**src/rtl/vector_sequencer.sv**
```systemverilog
// On-chip test-vector sequencer: applies stored stimulus to a combinational datapath,
// compares each response against its stored expected value and counts mismatches.
module vector_sequencer #(
  parameter int unsigned IN_W   = 2,
  parameter int unsigned OUT_W  = 1,
  parameter int unsigned DEPTH  = 16,
  parameter int unsigned SETTLE = 1
) (
  input  logic                         clk,
  input  logic                         rst_n,
  input  logic                         load_en,
  input  logic [$clog2(DEPTH)-1:0]     load_addr,
  input  logic [IN_W+OUT_W-1:0]        load_data,
  input  logic                         clear,
  input  logic                         start,
  output logic [IN_W-1:0]              dut_in,
  input  logic [OUT_W-1:0]             dut_out,
  output logic                         busy,
  output logic                         done,
  output logic [$clog2(DEPTH+1)-1:0]   vec_idx,
  output logic [$clog2(DEPTH+1)-1:0]   err_cnt,
  output logic                         fail,
  output logic                         err_pulse,
  output logic [$clog2(DEPTH)-1:0]     err_idx
);

  localparam int unsigned AW = $clog2(DEPTH);
  localparam int unsigned CW = $clog2(DEPTH + 1);
  localparam int unsigned SW = (SETTLE > 1) ? $clog2(SETTLE) : 1;

  typedef enum logic [1:0] {S_IDLE, S_RUN, S_DONE} state_t;

  state_t            r_state, w_state_nxt;
  logic [IN_W-1:0]   r_dut_in, w_dut_in_nxt;
  logic              r_busy, w_busy_nxt;
  logic              r_done, w_done_nxt;
  logic [CW-1:0]     r_vec_idx, w_vec_idx_nxt;
  logic [CW-1:0]     r_err_cnt, w_err_cnt_nxt;
  logic              r_fail, w_fail_nxt;
  logic              r_err_pulse, w_err_pulse_nxt;
  logic [AW-1:0]     r_err_idx, w_err_idx_nxt;
  logic [AW-1:0]     r_idx, w_idx_nxt;
  logic [SW-1:0]     r_settle, w_settle_nxt;

  logic [IN_W-1:0]   r_stim [DEPTH];
  logic [OUT_W-1:0]  r_exp  [DEPTH];
  logic [DEPTH-1:0]  r_valid;

  logic [AW-1:0]     w_idx_inc;
  logic              w_last;
  logic              w_mis;

  // Table payload has no reset; only the valid bits define table contents.
  always_ff @(posedge clk) begin
    if (load_en && !clear && !r_busy) begin
      r_stim[load_addr] <= load_data[IN_W+OUT_W-1:OUT_W];
      r_exp[load_addr]  <= load_data[OUT_W-1:0];
    end
  end

  always_ff @(posedge clk or negedge rst_n) begin
    if (!rst_n) begin
      r_valid <= '0;
    end else if (!r_busy) begin
      if (clear)        r_valid <= '0;
      else if (load_en) r_valid[load_addr] <= 1'b1;
    end
  end

  assign w_idx_inc = r_idx + AW'(1);
  assign w_last    = (r_idx == AW'(DEPTH - 1));
  assign w_mis     = (dut_out != r_exp[r_idx]);

  // Next-state and next-output logic.
  always_comb begin
    w_state_nxt     = r_state;
    w_dut_in_nxt    = r_dut_in;
    w_vec_idx_nxt   = r_vec_idx;
    w_err_cnt_nxt   = r_err_cnt;
    w_fail_nxt      = r_fail;
    w_err_pulse_nxt = 1'b0;
    w_err_idx_nxt   = r_err_idx;
    w_idx_nxt       = r_idx;
    w_settle_nxt    = r_settle;
    case (r_state)
      S_IDLE, S_DONE: begin
        if (start) begin
          w_vec_idx_nxt = '0;
          w_err_cnt_nxt = '0;
          w_fail_nxt    = 1'b0;
          w_err_idx_nxt = '0;
          w_idx_nxt     = '0;
          if (r_valid[0]) begin
            w_state_nxt  = S_RUN;
            w_dut_in_nxt = r_stim[0];
            w_settle_nxt = SW'(SETTLE - 1);
          end else begin
            w_state_nxt  = S_DONE;
          end
        end
      end
      S_RUN: begin
        if (r_settle == '0) begin
          if (w_mis) begin
            w_err_cnt_nxt   = r_err_cnt + CW'(1);
            w_err_idx_nxt   = r_idx;
            w_err_pulse_nxt = 1'b1;
            w_fail_nxt      = 1'b1;
          end
          w_vec_idx_nxt = r_vec_idx + CW'(1);
          if (w_last || !r_valid[w_idx_inc]) begin
            w_state_nxt  = S_DONE;
          end else begin
            w_idx_nxt    = w_idx_inc;
            w_dut_in_nxt = r_stim[w_idx_inc];
            w_settle_nxt = SW'(SETTLE - 1);
          end
        end else begin
          w_settle_nxt = r_settle - SW'(1);
        end
      end
      default: w_state_nxt = S_IDLE;
    endcase
    w_busy_nxt = (w_state_nxt == S_RUN);
    w_done_nxt = (w_state_nxt == S_DONE);
  end

  always_ff @(posedge clk or negedge rst_n) begin
    if (!rst_n) begin
      r_state     <= S_IDLE;
      r_dut_in    <= '0;
      r_busy      <= 1'b0;
      r_done      <= 1'b0;
      r_vec_idx   <= '0;
      r_err_cnt   <= '0;
      r_fail      <= 1'b0;
      r_err_pulse <= 1'b0;
      r_err_idx   <= '0;
      r_idx       <= '0;
      r_settle    <= '0;
    end else begin
      r_state     <= w_state_nxt;
      r_dut_in    <= w_dut_in_nxt;
      r_busy      <= w_busy_nxt;
      r_done      <= w_done_nxt;
      r_vec_idx   <= w_vec_idx_nxt;
      r_err_cnt   <= w_err_cnt_nxt;
      r_fail      <= w_fail_nxt;
      r_err_pulse <= w_err_pulse_nxt;
      r_err_idx   <= w_err_idx_nxt;
      r_idx       <= w_idx_nxt;
      r_settle    <= w_settle_nxt;
    end
  end

  assign dut_in    = r_dut_in;
  assign busy      = r_busy;
  assign done      = r_done;
  assign vec_idx   = r_vec_idx;
  assign err_cnt   = r_err_cnt;
  assign fail      = r_fail;
  assign err_pulse = r_err_pulse;
  assign err_idx   = r_err_idx;

endmodule
```
**config.mk**
```make
export PLATFORM = sky130hd
export DESIGN_NAME = vector_sequencer
export DESIGN_NICKNAME = d
export VERILOG_FILES = /design/src/rtl/vector_sequencer.sv
export SDC_FILE = /design/constraint.sdc
export NUM_CORES = 1
export LEC_CHECK = 0
export ABC_CLOCK_PERIOD_IN_PS = 2500
export CORE_MARGIN = 2
export CORE_UTILIZATION = 30
export DETAILED_ROUTE_END_ITERATION = 8
export PLACE_DENSITY_LB_ADDON = 0.25
export SKIP_CTS_REPAIR_TIMING = 1
export SLEW_MARGIN = 0
export SYNTH_ARGS = -nofsm -noshare
export SYNTH_HDL_FRONTEND = slang
export SYNTH_SLANG_ARGS = --single-unit
```
**constraint.sdc**
```tcl
create_clock -name clk -period 2.5 [get_ports clk]
set_input_delay 0.5 -clock clk [delete_from_list [all_inputs] [get_ports clk]]
set_output_delay 0.5 -clock clk [all_outputs]
set_load 0.01 [all_outputs]
```
==> metrics.txt <==
WS Path Type=reg -> reg; Max clock buf depth=2; total congestion overflow=0; post-synth top area share=36.5%; #FFs+latches synth=90; outcome=finished, final reports clean; Die Y=119 um; Core Rows=41; top post-synthesis cells by area=edfxtp_1 36%, dfrtp_1 27%, mux4_2 5.7%; total wire length=8.26 mm; Slew headroom=62.3%; gp weighted congestion=0.737; fin. max-slew vios=0; Max-cap violations=0; Post-Syn Nets=312; Critical Path AT=2.53 ns; Most used DFF post-synth=edfxtp_1; H-tree Lvls=3; syn_area_per_cell=13.4 um2; GRT Total Usage=12.7%; clk_lat worst skew=0.34 ns; Initial Util=31.1%; IO Pins=33; Worst Setup EP=dut_in[1]$_DFFE_PN0P_; leakage power=1.92 nW; Die Footprint=14100 um2; R2R Path Start=r_idx[0]$_DFFE_PN0P_; Worst EP required=2.72 ns; drt wl/cell=15.6 um; final setup skew=0.00397 ns; FF-to-FF End=dut_in[1]$_DFFE_PN0P_; share of cells above drive strength 1=16.2%; Yosys warnings=0; vias=2467; Worst Tran Pin Value=0.566 ns; first-pass GRT wire length=13.6 mm; final period utilization=92.4%; number of antenna violations at the first check in global routing=0; crit path time final=2.31 ns; root buf cell=clkbuf_16; Vias/cell=4.66; Hold Path Class=in -> async; reg2reg setup slack=0.19 ns; Post-synth EDFFs=48; Peak VDD IR=0.301 mV; CP max FO=10; worst reg2reg path depth=6; Final ANT Viol Nets=0; vias in the first global route=2542; ys async rst share=46.7%; # clock sinks=90; setup violators final=0; final hold vios=0; fin nets=368; Worst setup SP type=register; f_max=0.433 GHz; commonest non-fill, non-tap cell in the layout=edfxtp_1; RSZ-0062 raised after global routing=false; post-detail-place hpwl=6.08 mm; biggest area consumer among synthesized cells=edfxtp_1; TritonCTS clock tree=built; mapped cell area=3950 um2; PD cells=618 nW/um2; CP endpoint kind=register; port buffer count=32; Mapped Cells=296; Final Util=38.5%; Post-Place Worst Slack=0.0440 ns; setup TNS=0 ns; Setup WS post-layout=0.190 ns; length of the first detailed-routing pass in iterations=4; Reg clk slew, reported paths=0.06 ns; Critical path origin=r_idx[0]$_DFFE_PN0P_; post-synthesis sequential area ratio=63.0%; # diodes=0; largest net degree at the start of global routing=24; hold_ws=0.154 ns; Layout area overhead=24.0%; initial DRC count=160; most frequent cells in the layout=48 x edfxtp_1, 47 x nor2_1, 41 x dfrtp_1; core outline area=12700 um2; Die W=119 um; drc violations=0; post-synth cell types=47; CTS Buf Count=9
[sequential cells by signal, summed over array words and instances (netlist names), 4 cells and up]
| register | flops |
|---|---|
| r_stim | 32 |
| r_exp | 16 |
| r_valid | 16 |
| err_cnt | 5 |
| vec_idx | 5 |
| err_idx | 4 |
| r_idx | 4 |
[metal layers]
| metal | vias up | global-route usage [%] | share of wire, % |
|---|---|---|---|
| met1 | 1190 | 16.8 | 48 |
| met5 | - | 0 | 0 |
| met2 | 57 | 19.8 | 47 |
| met3 | 9 | 3.67 | 5.0 |
| li1 | 1211 | - | - |
| met4 | 0 | 4.46 | 0.86 |
[worst min path at each step]
stage                                 from                     end  depth (start not counted)
after CTS                            rst_n  r_valid[0]$_DFFE_PN0P_                          1
after global routing                 rst_n  r_valid[0]$_DFFE_PN0P_                          1
final                                rst_n  err_cnt[0]$_DFFE_PN0P_                          1
after floorplan                      rst_n          busy$_DFF_PN0_                          0
after detailed placement  fail$_DFFE_PN0P_        fail$_DFFE_PN0P_                          2
after global placement    fail$_DFFE_PN0P_        fail$_DFFE_PN0P_                          2
[Yosys cell counts, types with 2 or more instances]
library cell and number:
or4_1 2, nor2b_1 5, inv_1 9, nand2_1 23
mux2_2 3, mux4_2 10, clkbuf_1 6, nand2b_1 6
nor3_1 5, ha_1 3, and3_1 3, buf_6 3
o221ai_1 3, o21ai_0 11, edfxtp_1 48, o31ai_1 3
mux4_1 4, nand4_1 2, dfrtp_1 42, a21o_1 3
nand3_1 12, buf_2 2, mux2i_1 17, nor2_1 47
o21bai_1 2
[per-stage QoR]
stage	total power, W	instances	instance area, um2
floorplan	0.00166	296	3950
global placement	0.00174	513	4600
detailed placement	0.00174	513	4600
CTS	0.00307	529	4890
global route	0.00315	529	4900
finish	0.00303	529	4900
[critical path: stages (launching register included)]
cell	delay [ns]
dfrtp_2	0.49
buf_4	0.21
mux4_1	0.62
mux2i_1	0.26
o32ai_2	0.14
a21o_1	0.21
mux2_2	0.27
[report_power, final]
| part | internal (W) | switching, W | total, W | leakage [nW] |
|---|---|---|---|---|
| clock | 0.000780 | 0.000545 | 0.00132 | 0.139 |
| combinational | 0.0000489 | 0.0000671 | 0.000116 | 0.778 |
| sequential | 0.00158 | 0.00000784 | 0.00159 | 1.01 |
[area by class of cell]
| cell class | instances | area, um2 |
|---|---|---|
| multi-input cells | 185 | 1370 |
| fillers | 1246 | 7820 |
| repair buffers | 57 | 503 |
| inverters | 9 | 33.8 |
| clock buffers | 12 | 236 |
| flip-flops and latches | 90 | 2490 |
| well taps | 172 | 215 |
| clock inverters | 4 | 51.3 |
[logic make-up after synthesis]
logic type | after synthesis | share of synthesized area [%]
buf+inv | 21 | 2.63
mux | 34 | 13.5
compound gates | 35 | 6.46
simple gates | 111 | 12.8
fa+ha+maj | 3 | 0.949
flops | 90 | 63.0
xor+xnor | 2 | 0.633
Note: power is estimated with default switching activity, not from simulation.
